**config.mk**
```make
export PLATFORM = sky130hd
export DESIGN_NAME = regfile_wb_arbiter_flat
export DESIGN_NICKNAME = d
export VERILOG_FILES = /design/src/rtl/regfile_wb_arbiter_pkg.sv /design/src/rtl/regfile_wb_arbiter_if.sv /design/src/rtl/regfile_wb_arbiter_wb_lane_fifo.sv /design/src/rtl/regfile_wb_arbiter.sv /design/src/flat_wrapper.sv
export SDC_FILE = /design/constraint.sdc
export NUM_CORES = 1
export LEC_CHECK = 0
export ABC_AREA = 1
export ABC_CLOCK_PERIOD_IN_PS = 25400
export CELL_PAD_IN_SITES_DETAIL_PLACEMENT = 1
export CELL_PAD_IN_SITES_GLOBAL_PLACEMENT = 2
export CORE_MARGIN = 1.5
export CORE_UTILIZATION = 40
export DETAILED_ROUTE_END_ITERATION = 7
export PLACE_DENSITY_LB_ADDON = 0.1
export SLEW_MARGIN = 20
export SYNTH_ARGS = -nofsm -noshare
export SYNTH_HDL_FRONTEND = slang
export SYNTH_SLANG_ARGS = --single-unit
export TNS_END_PERCENT = 10
```
**constraint.sdc**
```tcl
create_clock -name clk -period 25.4 [get_ports clk]
set_input_delay 2.54 -clock clk [delete_from_list [all_inputs] [get_ports clk]]
set_output_delay 2.54 -clock clk [all_outputs]
set_load 0.05 [all_outputs]
```
**src/rtl/regfile_wb_arbiter_pkg.sv**
```systemverilog
// Shared definitions for the writeback arbiter in front of the LVT register file.
// Holds the sizing constants, the `LOG2 helper macro and the packed FIFO entry
// type. Everything else in the slice imports this package.
`ifndef LOG2
`define LOG2(x) ($clog2(x))
`endif

package regfile_wb_arbiter_pkg;

  localparam int MEMD    = 16;  // register file depth
  localparam int DATAW   = 32;  // result width
  localparam int NLANES  = 4;   // execution lanes producing writebacks
  localparam int NWPORTS = 2;   // register file write ports, 1..NLANES
  localparam int QDEPTH  = 4;   // per-lane FIFO depth, power of two >= 2

  localparam int ADDRW = `LOG2(MEMD);
  localparam int CNTW  = `LOG2(QDEPTH) + 1;
  localparam int LANEW = (NLANES > 1) ? `LOG2(NLANES) : 1;

  // One queued writeback: destination register and result.
  typedef struct packed {
    logic [ADDRW-1:0] addr;
    logic [DATAW-1:0] data;
  } wb_entry_t;

  localparam int ENTRYW = $bits(wb_entry_t);

endpackage

```
**src/rtl/regfile_wb_arbiter_if.sv**
```systemverilog
// Bus between the execution lanes / register file and the writeback arbiter.
//   lane_vld/lane_addr/lane_data : per-lane writebacks into the arbiter
//   lane_rdy                     : per-lane FIFO not full
//   WEnb/WAddr/WData             : registered register file write ports
//   idle                         : nothing queued and no write in flight
//   dbg_rr_ptr                   : round-robin scan start, for observation
//
// Handshake: a lane transfers an entry on a rising clk edge where
// lane_vld[i] && lane_rdy[i]. lane_rdy depends only on registered occupancy,
// so it is stable for the whole cycle; lane_vld must not be raised while
// lane_rdy is low. The write ports have no back-pressure: each WEnb bit is one
// register write in that cycle.
interface regfile_wb_arbiter_if;
  import regfile_wb_arbiter_pkg::*;

  logic [NLANES-1:0]        lane_vld;
  logic [ADDRW*NLANES-1:0]  lane_addr;
  logic [DATAW*NLANES-1:0]  lane_data;
  logic [NLANES-1:0]        lane_rdy;
  logic [NWPORTS-1:0]       WEnb;
  logic [ADDRW*NWPORTS-1:0] WAddr;
  logic [DATAW*NWPORTS-1:0] WData;
  logic                     idle;
  logic [LANEW-1:0]         dbg_rr_ptr;

  modport slave (
    input  lane_vld, lane_addr, lane_data,
    output lane_rdy, WEnb, WAddr, WData, idle, dbg_rr_ptr
  );

  modport master (
    output lane_vld, lane_addr, lane_data,
    input  lane_rdy, WEnb, WAddr, WData, idle, dbg_rr_ptr
  );
endinterface

```
**src/rtl/regfile_wb_arbiter_wb_lane_fifo.sv**
```systemverilog
// Per-lane writeback FIFO.
//   clk, rst_n : clock, asynchronous active-low reset
//   i_push     : write i_din (ignored while o_full)
//   o_full     : count == DEPTH, registered
//   i_pop      : drop the head entry (ignored while o_empty)
//   o_empty    : count == 0, registered
//   o_head     : oldest entry, read from storage (never bypasses a same-cycle push)
//   o_count    : current occupancy
module wb_lane_fifo #(
  parameter int DEPTH = 4,
  parameter int WIDTH = 36
) (
  input  logic                       clk,
  input  logic                       rst_n,
  input  logic                       i_push,
  input  logic [WIDTH-1:0]           i_din,
  output logic                       o_full,
  input  logic                       i_pop,
  output logic                       o_empty,
  output logic [WIDTH-1:0]           o_head,
  output logic [$clog2(DEPTH):0]     o_count
);
  localparam int PTRW = $clog2(DEPTH);
  localparam int CNTW = PTRW + 1;

  logic [WIDTH-1:0] r_mem [DEPTH];
  logic [PTRW-1:0]  r_wptr;
  logic [PTRW-1:0]  r_rptr;
  logic [CNTW-1:0]  r_count;
  logic             w_push;
  logic             w_pop;

  assign o_full  = (r_count == CNTW'(DEPTH));
  assign o_empty = (r_count == '0);
  assign o_head  = r_mem[r_rptr];
  assign o_count = r_count;

  assign w_push = i_push && !o_full;
  assign w_pop  = i_pop && !o_empty;

  // Storage needs no reset; occupancy alone decides what is valid.
  always_ff @(posedge clk) begin
    if (w_push) r_mem[r_wptr] <= i_din;
  end

  // Pointers are exactly PTRW bits wide so they wrap at DEPTH by overflow.
  always_ff @(posedge clk or negedge rst_n) begin
    if (!rst_n) begin
      r_wptr  <= '0;
      r_rptr  <= '0;
      r_count <= '0;
    end else begin
      if (w_push) r_wptr <= r_wptr + 1'b1;
      if (w_pop)  r_rptr <= r_rptr + 1'b1;
      case ({w_push, w_pop})
        2'b10:   r_count <= r_count + 1'b1;
        2'b01:   r_count <= r_count - 1'b1;
        default: r_count <= r_count;
      endcase
    end
  end
endmodule

```
**src/rtl/regfile_wb_arbiter.sv**
```systemverilog
// Writeback arbiter feeding the multiported LVT register file.
// Results from NLANES lanes are queued per lane; each cycle a round-robin scan
// grants up to NWPORTS heads with pairwise distinct destination registers, pops
// them and registers them onto the write ports.
//   clk   : clock
//   rst_n : asynchronous active-low reset (discards every queued entry)
//   bus   : lane inputs, lane_rdy, WEnb/WAddr/WData, idle, dbg_rr_ptr
module regfile_wb_arbiter
  import regfile_wb_arbiter_pkg::*;
(
  input  logic                 clk,
  input  logic                 rst_n,
  regfile_wb_arbiter_if.slave  bus
);

  logic [NLANES-1:0]  w_empty;
  logic [NLANES-1:0]  w_full;
  logic [NLANES-1:0]  w_gnt;
  logic [CNTW-1:0]    w_count [NLANES];
  wb_entry_t          w_head  [NLANES];

  logic [NWPORTS-1:0] w_port_vld;
  logic [ADDRW-1:0]   w_port_addr [NWPORTS];
  logic [DATAW-1:0]   w_port_data [NWPORTS];
  logic               w_any;
  logic [LANEW-1:0]   w_last;
  logic [LANEW-1:0]   w_rr_nxt;
  logic               w_no_entries;

  logic [NWPORTS-1:0]       r_wenb;
  logic [ADDRW*NWPORTS-1:0] r_waddr;
  logic [DATAW*NWPORTS-1:0] r_wdata;
  logic [LANEW-1:0]         r_rr_ptr;

  for (genvar i = 0; i < NLANES; i++) begin : g_lane
    wb_lane_fifo #(
      .DEPTH (QDEPTH),
      .WIDTH (ENTRYW)
    ) u_fifo (
      .clk     (clk),
      .rst_n   (rst_n),
      .i_push  (bus.lane_vld[i]),
      .i_din   ({bus.lane_addr[i*ADDRW +: ADDRW], bus.lane_data[i*DATAW +: DATAW]}),
      .o_full  (w_full[i]),
      .i_pop   (w_gnt[i]),
      .o_empty (w_empty[i]),
      .o_head  (w_head[i]),
      .o_count (w_count[i])
    );
  end

  assign bus.lane_rdy = ~w_full;

  // Grant scan. Step s visits lane (rr_ptr + s) mod NLANES; the inner lane loop
  // only matches once per step, which keeps every index a loop constant. A lane
  // is granted when it has a head, a port is still free, and its address is
  // not already taken by an earlier grant this cycle. The n-th grant lands on
  // port n.
  always_comb begin : p_scan
    int  n;
    logic hit;
    n          = 0;
    hit        = 1'b0;
    w_gnt      = '0;
    w_port_vld = '0;
    w_any      = 1'b0;
    w_last     = r_rr_ptr;
    for (int k = 0; k < NWPORTS; k++) begin
      w_port_addr[k] = '0;
      w_port_data[k] = '0;
    end
    for (int s = 0; s < NLANES; s++) begin
      for (int l = 0; l < NLANES; l++) begin
        if (l == (int'(r_rr_ptr) + s) % NLANES) begin
          hit = 1'b0;
          for (int k = 0; k < NWPORTS; k++) begin
            if (w_port_vld[k] && (w_port_addr[k] == w_head[l].addr)) hit = 1'b1;
          end
          if (!w_empty[l] && (n < NWPORTS) && !hit) begin
            w_gnt[l] = 1'b1;
            for (int k = 0; k < NWPORTS; k++) begin
              if (k == n) begin
                w_port_vld[k]  = 1'b1;
                w_port_addr[k] = w_head[l].addr;
                w_port_data[k] = w_head[l].data;
              end
            end
            n      = n + 1;
            w_any  = 1'b1;
            w_last = LANEW'(l);
          end
        end
      end
    end
  end

  // Restarting just past the last granted lane is what keeps the scan fair.
  always_comb begin
    w_rr_nxt = r_rr_ptr;
    if (w_any) w_rr_nxt = LANEW'((int'(w_last) + 1) % NLANES);
  end

  always_comb begin
    w_no_entries = 1'b1;
    for (int i = 0; i < NLANES; i++) begin
      if (w_count[i] != '0) w_no_entries = 1'b0;
    end
  end

  // Unused ports keep their last address/data; only the enable drops.
  always_ff @(posedge clk or negedge rst_n) begin
    if (!rst_n) begin
      r_wenb   <= '0;
      r_waddr  <= '0;
      r_wdata  <= '0;
      r_rr_ptr <= '0;
    end else begin
      r_wenb   <= w_port_vld;
      r_rr_ptr <= w_rr_nxt;
      for (int k = 0; k < NWPORTS; k++) begin
        if (w_port_vld[k]) begin
          r_waddr[k*ADDRW +: ADDRW] <= w_port_addr[k];
          r_wdata[k*DATAW +: DATAW] <= w_port_data[k];
        end
      end
    end
  end

  assign bus.WEnb       = r_wenb;
  assign bus.WAddr      = r_waddr;
  assign bus.WData      = r_wdata;
  assign bus.idle       = w_no_entries && (r_wenb == '0);
  assign bus.dbg_rr_ptr = r_rr_ptr;

  // A lane must never present a writeback while its FIFO is full; such data
  // would be silently dropped.
  ap_no_push_when_full: assert property (
    @(posedge clk) disable iff (!rst_n) ((bus.lane_vld & ~bus.lane_rdy) == '0)
  );

endmodule

```
**src/flat_wrapper.sv**
```systemverilog
// flat-port wrapper written by rule: the top's interface ports become plain ports
module regfile_wb_arbiter_flat import regfile_wb_arbiter_pkg::*;
  (clk, rst_n, bus_lane_vld, bus_lane_addr, bus_lane_data, bus_lane_rdy, bus_WEnb, bus_WAddr, bus_WData, bus_idle, bus_dbg_rr_ptr);
  regfile_wb_arbiter_if bus_i ();
  input  logic clk;
  input  logic rst_n;
  input wire logic [$bits(bus_i.lane_vld)-1:0] bus_lane_vld;
  input wire logic [$bits(bus_i.lane_addr)-1:0] bus_lane_addr;
  input wire logic [$bits(bus_i.lane_data)-1:0] bus_lane_data;
  output wire logic [$bits(bus_i.lane_rdy)-1:0] bus_lane_rdy;
  output wire logic [$bits(bus_i.WEnb)-1:0] bus_WEnb;
  output wire logic [$bits(bus_i.WAddr)-1:0] bus_WAddr;
  output wire logic [$bits(bus_i.WData)-1:0] bus_WData;
  output wire logic [$bits(bus_i.idle)-1:0] bus_idle;
  output wire logic [$bits(bus_i.dbg_rr_ptr)-1:0] bus_dbg_rr_ptr;
  assign bus_i.lane_vld = bus_lane_vld;
  assign bus_i.lane_addr = bus_lane_addr;
  assign bus_i.lane_data = bus_lane_data;
  assign bus_lane_rdy = bus_i.lane_rdy;
  assign bus_WEnb = bus_i.WEnb;
  assign bus_WAddr = bus_i.WAddr;
  assign bus_WData = bus_i.WData;
  assign bus_idle = bus_i.idle;
  assign bus_dbg_rr_ptr = bus_i.dbg_rr_ptr;
  regfile_wb_arbiter u_core (.clk(clk), .rst_n(rst_n), .bus(bus_i));
endmodule
```
==> key figures <==
STA
  • Max-slew violations: 0
  • Max-slew headroom: a little under a fifth
  • Fmax: 47.53 MHz
  • Setup violations, final: 0
  • Final Cycle Share: between 80 and 90%
  • Final hold viol count: 0
  • Worst Clk Skew: 0.05746 ns
  • Unrepaired setup endpoints after global routing: false
  • Worst-margin pin slew: 1.228 ns
  • Setup TNS Final: 0 ns
  • Minimum clock period: 21.04 ns
  • Fin worst setup slack: roughly 4.4 ns

Outcome
  • Status: finished, final reports clean

Worst setup path
  • Kind of critical path: register to register
  • Critical path startpoint category: register
  • Worst path max stage delay: around 0.67 ns
  • CP dominant cell by count: nand2_1
  • Worst Setup End Kind: register
  • Largest fanout on the critical path: 69
  • Critical-path top delay cell: nand3_4
  • Worst EP required: 25.93 ns
  • Critical Path AT: roughly 22 ns
  • Reg2Reg Depth: 104

Finish
  • Most common cell after layout, fill and taps aside: nand2_1
  • Nets: roughly 5200
  • Most frequent cells in the layout: nand2_1, edfxtp_1, o21ai_0
  • P&R area growth vs syn: 15.40%
  • Layout cells sized above 1: a little under a tenth

Routing
  • Total number of vias: 36749
  • Drt pass-1 iters: 5
  • Post-DR wirelength/cell: approximately 25 um
  • Routed Wire Length: 163000 um
  • Remaining DRCs: 0
  • Detail Route Antenna Nets: 0
  • Iter 0 DRT Violations: between 2000 and 3000
  • Via density: about 5.7

Synth
  • Async SR Flop Fraction: roughly 15%
  • Compound-gate portion of the synthesized area: between 10% and 20%
  • Post-synthesis cell type count: 66
  • Avg Cell Area, Syn: roughly 8.4 um^2
  • Synthesized area: about 41000 um^2
  • Synth Area in Adders: under 10%
  • Syn Nets: 5106
  • Post-Syn Instances: 4891
  • Ys Warns: 0
  • Mux contribution to synthesized area: 0%
  • Number of synthesized register bits: 680
  • Simple-gate area share of the yosys netlist: around a quarter
  • Xor and xnor area share after synthesis: less than 1%
  • Main synth FF type: edfxtp_1
  • Largest family of logic cells by synthesized area: simple AND/OR/NAND/NOR gates
  • Post-synthesis sequential area ratio: 48.61%
  • Post-synth EDFFs: 576

Floorplanning
  • Initial Utilization: ~40%
  • Die area: between 100000 and 150000 um^2
  • # IOs: 231
  • Die width: roughly 320 um
  • FP Rows: between 100 and 150
  • Die H: around 320 um
  • Total core area: a little over 100000 um^2

Clock tree
  • Clock transition at path regs: roughly 0.06 ns
  • H-tree depth: 3
  • Clock latency on the worst-skew pair: 0.70 ns
  • Sink Count: 680
  • # resized after CTS: 0
  • Clock buffer count from CTS: a little under 80
  • # hold bufs at CTS: 0
  • CTS root buffer: clkbuf_16
  • CTS tree: built
  • Clk buf depth: 3
  • Post-CTS Setup Bufs: 0

Place
  • PortBufs: 230
  • DP Wirelength: ~110000 um
  • Setup WS pre-CTS: 4.670 ns
  • Routability cong.: 0.8831

Global routing
  • GRT Util Overall: roughly 31%
  • Largest net degree at the start of global routing: just under 80
  • Initial antenna violation count: 6
  • First-pass GRT wire length: between 200000 and 250000 um
  • GR Overflow Total: 0
  • Number of global-route vias before repair: between 30000 and 40000

Worst hold path
  • Worst Hold Depth: 1
  • Hold Crit Class: register to register

Flow run
  • Max cap viols: 0
==> final cells by class <==
type,instances,area [um^2]
Timing Repair Buffer,375,3392
Antenna cell,3,7.507
Tap cell,1368,1712
Multi-Input combinational cell,3483,18030
Clock buffer,97,2092
Sequential cell,680,19900
Fill cell,12010,54350
Inverter,410,1549
Clock inverter,44,553.0
==> state kept, by name, summed over array words and instances, names as in the netlist <==
| register | cells |
|---|---|
| u_core.bus.WAddr | 8 |
| u_core.bus.dbg_rr_ptr | 2 |
| u_core.g_lane.u_fifo.o_count | 12 |
| u_core.g_lane.u_fifo.r_rptr | 8 |
| u_core.g_lane.u_fifo.r_wptr | 8 |
| u_core.g_lane.u_fifo.r_mem | 576 |
| u_core.bus.WData | 64 |
| u_core.bus.WEnb | 2 |
==> metal layers <==
layer | part of all wire, % | global-route usage, % | wire length [um]
met1 | 44 | 41.45 | 71250
met2 | 48 | 52.20 | 77900
met3 | 4.9 | 3.663 | 7940
met4 | 3.6 | 10.93 | 5864
met5 | 0 | 0 | 0
==> critical path: cells and delay by family (launching register included) <==
kind / cells / cell delay, ns
buf+inv: 15 / 5.03
fa+ha+maj: 4 / 0.82
compound gates: 7 / 1.79
simple gates: 76 / 12.25
xor+xnor: 2 / 0.40
flops: 1 / 0.33
==> kinds of logic (layout without fill, tap and decap cells) <==
logic type                 Yosys count  in the layout
adders and majority gates           65             65
buffers and inverters              728            926
DFF                                680            680
AOI/OAI and AO/OA                 1119           1119
and+or+nand+nor                   2264           2264
xor gates and xnor gates            35             35
other                                0              3
==> through the flow <==
step,hold slack [ns],util [%],cell area [um^2],cells
after floorplan,0.4465,-,40940,4891
after global placement,0.4629,43.87,44570,6313
after detailed placement,0.4655,43.88,44580,6315
after CTS,0.4798,46.49,47230,6456
after global routing,0.4957,46.50,47240,6459
final,0.4729,46.50,47240,6460
==> synth_stat cells, types with 16 or more instances <==
cell / instances / area (um^2)
nand2_1: 1465 / 5499
edfxtp_1: 576 / 17300
o21ai_0: 506 / 2532
inv_1: 361 / 1355
nand3_1: 333 / 1667
nor2_1: 239 / 897.1
clkbuf_1: 201 / 754.5
a21oi_1: 177 / 885.9
o211ai_1: 112 / 840.8
dfrtp_1: 104 / 2603
a32oi_1: 96 / 840.8
nand4_1: 85 / 531.8
ha_1: 61 / 763.2
o21ai_1: 59 / 295.3
inv_2: 36 / 135.1
o22ai_1: 34 / 212.7
buf_1: 32 / 120.1
o221ai_1: 32 / 280.3
nand2_2: 29 / 181.4
nor2_2: 28 / 175.2
a211oi_1: 27 / 202.7
a221oi_1: 27 / 236.5
xor2_1: 27 / 236.5
a31oi_1: 26 / 162.7
buf_4: 23 / 172.7
buf_2: 18 / 90.09
nand3_4: 16 / 280.3
==> path summary, 6_finish.rpt <==
| check | startpoint | end | slack, ns |
|---|---|---|---|
| max in group asynchronous | rst_n | u_core.g_lane[2].u_fifo.r_rptr[0] | 22.07 |
| min in group asynchronous | rst_n | u_core.g_lane[3].u_fifo.r_wptr[1] | 1.87 |
| min | u_core.g_lane[2].u_fifo.o_count[0] | u_core.g_lane[2].u_fifo.o_count[0] | 0.47 |
| min reg2reg | u_core.g_lane[2].u_fifo.o_count[0] | u_core.g_lane[2].u_fifo.o_count[0] | 0.47 |
| max | u_core.g_lane[0].u_fifo.r_rptr[1] | u_core.bus.WData[18] | 4.36 |
| max reg2reg | u_core.g_lane[0].u_fifo.r_rptr[1] | u_core.bus.WData[18] | 4.36 |
Power is left out: the tool's default activity adds up to more than one toggle a clock period on the data nets, which glitch-free logic cannot reach.
